$ cat src/rtl/spi_slave_core_pkg.sv
// Shared types for the SPI slave front end: FSM states, frame width, control codes.
package spi_slave_core_pkg;
   localparam int MEM_W    = 8;
   localparam int RX_WIDTH = MEM_W + 2;

   typedef enum logic [2:0] {
      IDLE,
      CHK_CMD,
      WRITE,
      READ_ADD,
      READ_DATA
   } spi_state_e;

   // Upper two bits of every received word; decoded by the RAM stage.
   typedef enum logic [1:0] {
      WR_ADDR = 2'b00,
      WR_DATA = 2'b01,
      RD_ADDR = 2'b10,
      RD_DATA = 2'b11
   } control_e;
endpackage

$ cat src/rtl/spi_slave_core_if.sv
// SPI pins plus the rx/tx strobe pair towards the single-port RAM stage.
interface spi_slave_core_if #(parameter int MEM_WIDTH = 8);
   logic                 SS_n;
   logic                 MOSI;
   logic                 MISO;
   logic [MEM_WIDTH+1:0] rx_data;
   logic                 rx_valid;
   logic [MEM_WIDTH-1:0] tx_data;
   logic                 tx_valid;

   modport master (
      output SS_n, MOSI, tx_data, tx_valid,
      input  MISO, rx_data, rx_valid
   );

   modport slave (
      input  SS_n, MOSI, tx_data, tx_valid,
      output MISO, rx_data, rx_valid
   );
endinterface

$ cat src/rtl/spi_miso_serializer.sv
// Loads one read word and shifts it out MSB first, one bit per clk; MISO is 0 when idle.
module spi_miso_serializer #(
   parameter int W = 8
) (
   input  logic         clk,
   input  logic         rst_n,
   input  logic         clear,
   input  logic         load,
   input  logic [W-1:0] data,
   output logic         miso,
   output logic         busy,
   output logic         done
);
   localparam int BW = $clog2(W);

   logic [W-1:0]  sreg;
   logic [BW-1:0] left;
   logic          active;

   assign busy = active;
   // done marks the edge that returns MISO to 0 after the last data bit.
   assign done = active && (left == '0);

   always_ff @(posedge clk) begin
      if (!rst_n || clear) begin
         miso   <= 1'b0;
         sreg   <= '0;
         left   <= '0;
         active <= 1'b0;
      end else if (load) begin
         miso   <= data[W-1];
         sreg   <= {data[W-2:0], 1'b0};
         left   <= BW'(W - 1);
         active <= 1'b1;
      end else if (active) begin
         if (left != '0) begin
            miso <= sreg[W-1];
            sreg <= {sreg[W-2:0], 1'b0};
            left <= left - 1'b1;
         end else begin
            miso   <= 1'b0;
            active <= 1'b0;
         end
      end
   end
endmodule

$ cat src/rtl/spi_slave_core.sv
// SPI slave front end: command bit + 10-bit frame deserialised into an rx strobe,
// RAM read data returned on MISO after a read-data frame.
module spi_slave_core
   import spi_slave_core_pkg::*;
#(
   parameter int MEM_WIDTH = 8,
   parameter int CNT_W     = 4
) (
   input logic             clk,
   input logic             rst_n,
   spi_slave_core_if.slave bus
);
   localparam int RXW = MEM_WIDTH + 2;

   spi_state_e       state;
   logic [CNT_W-1:0] cnt;
   logic [RXW-2:0]   shift;
   logic [RXW-1:0]   rx_data_q;
   logic             rx_valid_q;
   logic             rd_addr_seen;
   logic             tx_pending;

   logic             ser_abort;
   logic             ser_load;
   logic             ser_busy;
   logic             ser_done;

   assign bus.rx_data  = rx_data_q;
   assign bus.rx_valid = rx_valid_q;

   assign ser_abort = (state != IDLE) && bus.SS_n;
   // Only the first tx_valid of a pending read is taken; repeats while shifting are dropped.
   assign ser_load  = tx_pending && bus.tx_valid && !ser_busy;

   spi_miso_serializer #(.W(MEM_WIDTH)) u_ser (
      .clk   (clk),
      .rst_n (rst_n),
      .clear (ser_abort),
      .load  (ser_load),
      .data  (bus.tx_data),
      .miso  (bus.MISO),
      .busy  (ser_busy),
      .done  (ser_done)
   );

   always_ff @(posedge clk) begin
      if (!rst_n) begin
         state        <= IDLE;
         cnt          <= '0;
         shift        <= '0;
         rx_data_q    <= '0;
         rx_valid_q   <= 1'b0;
         rd_addr_seen <= 1'b0;
         tx_pending   <= 1'b0;
      end else begin
         rx_valid_q <= 1'b0;
         if (ser_done)
            tx_pending <= 1'b0;

         if (ser_abort) begin
            state      <= IDLE;
            cnt        <= '0;
            shift      <= '0;
            tx_pending <= 1'b0;
         end else begin
            case (state)
               IDLE: begin
                  cnt <= '0;
                  if (!bus.SS_n)
                     state <= CHK_CMD;
               end
               CHK_CMD: begin
                  if (!bus.MOSI)
                     state <= WRITE;
                  else if (rd_addr_seen)
                     state <= READ_DATA;
                  else
                     state <= READ_ADD;
               end
               WRITE, READ_ADD, READ_DATA: begin
                  // Counter parks at RXW so trailing bits of an overlong frame are ignored.
                  if (cnt < CNT_W'(RXW)) begin
                     shift <= {shift[RXW-3:0], bus.MOSI};
                     cnt   <= cnt + 1'b1;
                     if (cnt == CNT_W'(RXW - 1)) begin
                        rx_data_q  <= {shift, bus.MOSI};
                        rx_valid_q <= 1'b1;
                        if (state == READ_ADD)
                           rd_addr_seen <= 1'b1;
                        if (state == READ_DATA) begin
                           rd_addr_seen <= 1'b0;
                           tx_pending   <= 1'b1;
                        end
                     end
                  end
               end
               default: state <= IDLE;
            endcase
         end
      end
   end
endmodule
$ cat src/flat_wrapper.sv
// flat-port wrapper written by rule: the top's interface ports become plain ports
module spi_slave_core_flat import spi_slave_core_pkg::*;
#(
   parameter int MEM_WIDTH = 8,
   parameter int CNT_W     = 4
)
  (clk, rst_n, bus_SS_n, bus_MOSI, bus_tx_data, bus_tx_valid, bus_MISO, bus_rx_data, bus_rx_valid);
  spi_slave_core_if #(.MEM_WIDTH(MEM_WIDTH)) bus_i ();
  input logic clk;
  input logic rst_n;
  input wire logic [$bits(bus_i.SS_n)-1:0] bus_SS_n;
  input wire logic [$bits(bus_i.MOSI)-1:0] bus_MOSI;
  input wire logic [$bits(bus_i.tx_data)-1:0] bus_tx_data;
  input wire logic [$bits(bus_i.tx_valid)-1:0] bus_tx_valid;
  output wire logic [$bits(bus_i.MISO)-1:0] bus_MISO;
  output wire logic [$bits(bus_i.rx_data)-1:0] bus_rx_data;
  output wire logic [$bits(bus_i.rx_valid)-1:0] bus_rx_valid;
  assign bus_i.SS_n = bus_SS_n;
  assign bus_i.MOSI = bus_MOSI;
  assign bus_i.tx_data = bus_tx_data;
  assign bus_i.tx_valid = bus_tx_valid;
  assign bus_MISO = bus_i.MISO;
  assign bus_rx_data = bus_i.rx_data;
  assign bus_rx_valid = bus_i.rx_valid;
  spi_slave_core #(.MEM_WIDTH(MEM_WIDTH), .CNT_W(CNT_W)) u_core (.clk(clk), .rst_n(rst_n), .bus(bus_i));
endmodule
$ cat config.mk
export PLATFORM = sky130hd
export DESIGN_NAME = spi_slave_core_flat
export DESIGN_NICKNAME = d
export VERILOG_FILES = /design/src/rtl/spi_slave_core_pkg.sv /design/src/rtl/spi_slave_core_if.sv /design/src/rtl/spi_miso_serializer.sv /design/src/rtl/spi_slave_core.sv /design/src/flat_wrapper.sv
export SDC_FILE = /design/constraint.sdc
export NUM_CORES = 1
export LEC_CHECK = 0
export ABC_AREA = 1
export CAP_MARGIN = 20
export CORE_ASPECT_RATIO = 0.5
export CORE_MARGIN = 1.5
export CORE_UTILIZATION = 57
export CTS_CLUSTER_DIAMETER = 120
export CTS_CLUSTER_SIZE = 24
export DETAILED_ROUTE_END_ITERATION = 12
export PLACE_DENSITY = 0.94
export SLEW_MARGIN = 20
export SYNTH_ARGS = -nofsm -noshare
export SYNTH_HDL_FRONTEND = slang
export SYNTH_SLANG_ARGS = --single-unit
$ cat constraint.sdc
create_clock -name clk -period 3.2 [get_ports clk]
set_input_delay 0.8 -clock clk [delete_from_list [all_inputs] [get_ports clk]]
set_output_delay 0.8 -clock clk [all_outputs]
set_load 0.03 [all_outputs]
Word level (Yosys, flattened, before mapping)
Index checks and enable logic that the tools add are counted.
{ "totals": {"regBits": 41, "inputBits": 13, "elab_cells": 75} }
{ "classes": {"add_sub_neg": 2, "magnitude_cmp": 1, "eq_ne": 7, "mux": 26, "bitwise_logic": 4, "n_reduce_logical": 24} }
{ "op_table": {"columns": ["cell", "n"], "rows": [
  ["$mux 8", 3],
  ["$mux 3", 6],
  ["$mux 1", 14],
  ["$pmux 3 s3", 1],
  ["$pmux 4 s2", 1],
  ["$reduce_and 2->1", 4],
  ["$reduce_bool 2->1", 4],
  ["$eq 3x2->1 const B", 2],
  ["$logic_not 3->1", 2],
  ["$reduce_bool 3->1", 2],
  ["$reduce_and 5->1", 1],
  ["$add 4x1->4 const B", 1],
  ["$eq 4x4->1 const B", 1],
  ["$logic_and 1x1->1", 4],
  ["$lt 4x4->1 const B", 1],
  ["$mux 4", 1],
  ["$not 1->1", 4],
  ["$reduce_and 4->1", 1],
  ["$reduce_or 4->1", 1],
  ["$eq 3x1->1 const B", 1],
  ["$eq 3x3->1 const B", 1],
  ["$reduce_or 3->1", 1],
  ["$sub 3x1->3 const B", 1],
  ["$logic_not 1->1", 2],
  ["other kinds (4)", 4]
]} }

Depth between registers and ports, before layout
{ "depth": {"ltp_word": 7, "depth_mapped": 9, "depth_no_buf": 9} }

Cells and area by module
Synthesis repeated with hierarchy kept, for this count alone.
{ "hier_totals": {"cells_unflattened": 275, "hier_area_um2": 1969.4} }
{ "modules_own_cells": {"columns": ["mod", "instances", "cells_each", "area_each_um2"], "rows": [
  ["spi_slave_core", 1, 185, 1332.5],
  ["spi_miso_serializer", 1, 90, 636.9]
]} }

Worst setup path after synthesis
No wires, ideal clock.
{ "synth_timing": {"kind": "input -> register", "startpoint": "input bus_tx_valid", "endpoint": "register u_core.u_ser.sreg[2]", "setup_time_ns": 0.117, "t_arrival_ns": 1.485, "required_time_ns": 3.083, "slack_ns": 1.598, "stages": 7, "cell_sequence": "nand2_1 nor2_2 inv_1 nand2_1 inv_2 a21oi_1 nor2_1"} }
{ "synth_between": {"elab_chain_len": 4} }
{ "synth_rtl": {"columns": ["item", "line_no", "text"], "rows": [
  ["start: declaration", "flat_wrapper.sv:14", "input wire logic [$bits(bus_i.tx_valid)-1:0] bus_tx_valid;"],
  ["$logic_and 1x1->1 * (2 in a row)", "spi_slave_core.sv:33", "assign ser_load = tx_pending && bus.tx_valid && !ser_busy;"],
  ["$reduce_bool 2->1 (no source line)", null, null],
  ["$reduce_and 2->1 (no source line)", null, null],
  ["end signal: assignment", "spi_miso_serializer.sv:32", "sreg <= {data[W-2:0], 1'b0};"],
  ["end signal: assignment", "spi_miso_serializer.sv:38", "sreg <= {sreg[W-2:0], 1'b0};"],
  ["end: declaration", "spi_miso_serializer.sv:16", "logic [W-1:0] sreg;"]
]} }
Every way passes the cells marked *; elsewhere a longest branch is shown, timed or not.
A chain may end at the register's enable or synchronous reset.

Worst setup path in the final report
{ "layout_timing": {"startpoint": "register u_core.rx_data_q[2], in the netlist u_core.bus.rx_data[2]", "endpoint": "output bus_rx_data[2]"} }
{ "layout_lines": {"columns": ["item", "line_no", "text"], "rows": [
  ["start: declaration", "spi_slave_core.sv:18", "logic [RXW-1:0] rx_data_q;"],
  ["start signal: assignment", "spi_slave_core.sv:86", "rx_data_q <= {shift, bus.MOSI};"],
  ["end: declaration", "flat_wrapper.sv:16", "output wire logic [$bits(bus_i.rx_data)-1:0] bus_rx_data;"]
]} }
No word-level cell between the ends.

==> impl_metrics.py <==
metrics = {
    "status": {
        "status": "completed",
    },
    "power_and_ir_drop": {
        "internal_power_uw": 883,
        "seq_power_share_pct": 46.6,
        "powerDensity_nw_per_um2": 575,
        "ir_drop_mv": 0.328,
        "power.switching_uw": 365,
        "power_frac_comb_pct": 19.6,
        "p_clk_share_pct": 33.8,
        "leakage_nw": 0.896,
        "sw_frac_of_total_pct": 29.2,
    },
    "logic_synthesis": {
        "synth_top_cell_area_share_pct": 45.5,
        "yosys_warnings": 0,
        "synth_fa_ha_area_share_pct": 2.78,
        "muxShareOfSynthArea_pct": 0,
        "synth-seq-cells": 41,
        "synth_cell_type_count": 29,
        "yosys.cell_count.top_type": "nand2_1",
        "netlist_top_cells_count": "nand2_1, dfxtp_1, nor2_1",
        "yosys-top-cells-area": "dfxtp_1, nand2_1, nand3_1, nor2_1, a21oi_1",
        "syn_nets": 255,
        "synthFlopType": "dfxtp_1",
        "syn_area_um2": 1800,
        "synth-simple-area-share_pct": 33.3,
        "synth-seq-area-share_pct": 45.5,
        "yosys.area_share.xor_xnor_pct": 0.486,
        "synth_compound_area_share_pct": 10.3,
        "async_flop_share_pct": 0,
        "yosysTopAreaCell": "dfxtp_1",
        "syn_area_per_cell_um2": 7.58,
        "synth_top_family_by_area": "simple AND/OR/NAND/NOR gates",
        "synth-edff-count": 0,
        "synth_cells": 238,
    },
    "min_path": {
        "hold_path.class": "flop to flop",
    },
    "cells_and_area": {
        "antenna_cells": 0,
        "synthToLayoutAreaGrowth_pct": 20.4,
        "fin_area_um2": 2170,
        "drive_gt1_share_pct": 9.43,
        "final_net_count": 281,
        "fillCellCount": 242,
    },
    "place": {
        "gp_congestion": 0.850,
        "placement.io_buffers": 24,
        "postPlaceCellArea_um2": 2050,
        "dpl.hpwl_mm": 2.55,
    },
    "sta": {
        "final_max_slew_viol_count": 0,
        "finalClockSkew_ns": 0.00440,
        "period_share_pct": 65.6,
        "worst_pin_slew_ns": 0.330,
        "fin_tns_setup_ns": 0,
        "finalSetupViolCount": 0,
        "relSlewSlack_pct": 77.9,
        "fmax_ghz": 0.476,
        "period_minus_slack_ns": 2.10,
        "rsz0062_at_grt": "false",
        "finalHoldViolCount": 0,
    },
    "worst_setup_path": {
        "cp_slowest_cell": "clkdlybuf4s50_1",
        "cp_top_family": "buffers and inverters",
        "crit_chain": "clkdlybuf4s50_1",
        "critPathCaptureType": "output pin",
        "required_ns": 2.40,
        "path_class": "flop to output pin",
        "critPathArrivalTime_ns": 1.30,
        "cpPeakStageDelay_ns": 0.67,
        "cp-start-kind": "flop",
        "worst-path-buf-inv": 1,
        "crit_fanout": 2,
    },
    "drt": {
        "routedLengthMet1_mm": 1.45,
        "viasPerCell": 5.34,
        "drt_iter0_drc": 44,
        "wirelength_mm": 3.53,
        "vias": 1629,
        "drc": 0,
        "dr_wl_met2_mm": 1.82,
        "met3_length_um": 188,
        "top_layer": "met4",
        "drt_first_pass_iters": 4,
        "antenna_left": 0,
        "wire_per_inst_um": 11.6,
    },
    "global_routing": {
        "track_usage_pct": 22.9,
        "first_global_vias": 1495,
        "grt_pass1_wl_mm": 6.03,
        "grt-ovfl-total": 0,
        "grt_max_degree": 19,
        "antenna_found_initial": 0,
    },
    "flow_run": {
        "cap_violations": 0,
    },
    "floorplanning": {
        "core-area_um2": 3010,
        "design.die.area_um2": 3530,
        "num_rows": 14,
        "initial_core_util_pct": 59.8,
        "io_pins": 25,
        "die_y_um": 42.8,
        "die_w_um": 82.5,
    },
    "clock_network": {
        "h-tree-depth": 2,
        "tritoncts": "built",
        "numCtsBuffers": 5,
        "post-cts-setup-buffers": 0,
        "cts_hold_buffers": 0,
        "clockBufferDepth": 2,
        "clk_pin_slew_ns": 0.07,
        "cts.sinks": 41,
        "cts-root-buf": "clkbuf_8",
        "cts_resized": 0,
        "clkLatencyLatePin_ns": 0.29,
    },
}
## logic make-up (layout without fill, tap and decap cells)
kind of cell / after synthesis / in the layout
simple gates: 128 / 128
flops: 41 / 41
compound gates: 35 / 35
buf+inv: 29 / 56
fa+ha+maj: 4 / 4
xor+xnor: 1 / 1
## per-stage QoR
stage	utilization, %	setup WS [ns]	hold slack [ns]	std cells	total power [mW]
6_report	72.1	1.10	0.470	305	1.25
5_1_grt	72.1	1.04	0.488	305	1.31
4_1_cts	72.1	1.08	0.474	305	1.25
3_5_place_dp	68.2	0.922	0.464	297	0.832
3_3_place_gp	68.2	1.02	0.448	297	0.817
2_1_floorplan	-	1.60	0.440	238	0.789
## flip-flops by register name, indices dropped and copies added, names as in the netlist
name and cells:
u_core.tx_pending 1, u_core.rd_addr_seen 1, u_core.bus.rx_data 10, u_core.u_ser.left 3, u_core.shift 9, u_core.u_ser.sreg 7, u_core.u_ser.miso 1, u_core.bus.rx_valid 1
u_core.state 3, u_core.u_ser.busy 1, u_core.cnt 4
## routing by layer
| metal | vias to the layer above | global-route usage (%) |
|---|---|---|
| met3 | 12 | 6.88 |
| met5 | - | 0 |
| met1 | 754 | 25.4 |
| met2 | 47 | 39.8 |
| met4 | 0 | 11.7 |
| li1 | 816 | - |
## power by group through the flow
stage               logic, mW  registers, mW  clock network [mW]
finish                  0.244          0.582               0.422
floorplan               0.205          0.584                   0
global route            0.275          0.586               0.452
global placement        0.228          0.589                   0
CTS                     0.243          0.581               0.430
detailed placement      0.239          0.593                   0
## path summary, 6_finish.rpt
check	startpoint	to	slack (ns)	cells past startpoint
max	u_core.bus.rx_data[2]	bus_rx_data[2]	1.10	1
min reg2reg	u_core.u_ser.sreg[1]	u_core.u_ser.sreg[1]	0.47	2
max reg2reg	u_core.cnt[1]	u_core.bus.rx_data[2]	1.73	7
min	u_core.u_ser.sreg[1]	u_core.u_ser.sreg[1]	0.47	2
## cells in the final DEF (no fill, tap or decap), types with 2 or more instances in the layout
master	n
a21oi_1	17
clkbuf_8	6
clkdlybuf4s50_1	24
dfxtp_1	41
ha_1	4
inv_1	20
inv_2	2
nand2_1	50
nand2_4	4
nand3_1	29
nand4_1	2
nor2_1	34
nor2_2	2
nor2_4	2
o21ai_0	14
## final cells by class
cell class	instances	area (um^2)	area share, %
multi-input combinational	168	845	38.9
clock inverter	1	30.0	1.38
clock buffer	7	86.3	3.98
timing repair buffer	25	248	11.4
tap	40	50.0	2.31
sequential	41	821	37.8
inverter	23	91.3	4.21
Power figures use the tool's default switching activity.
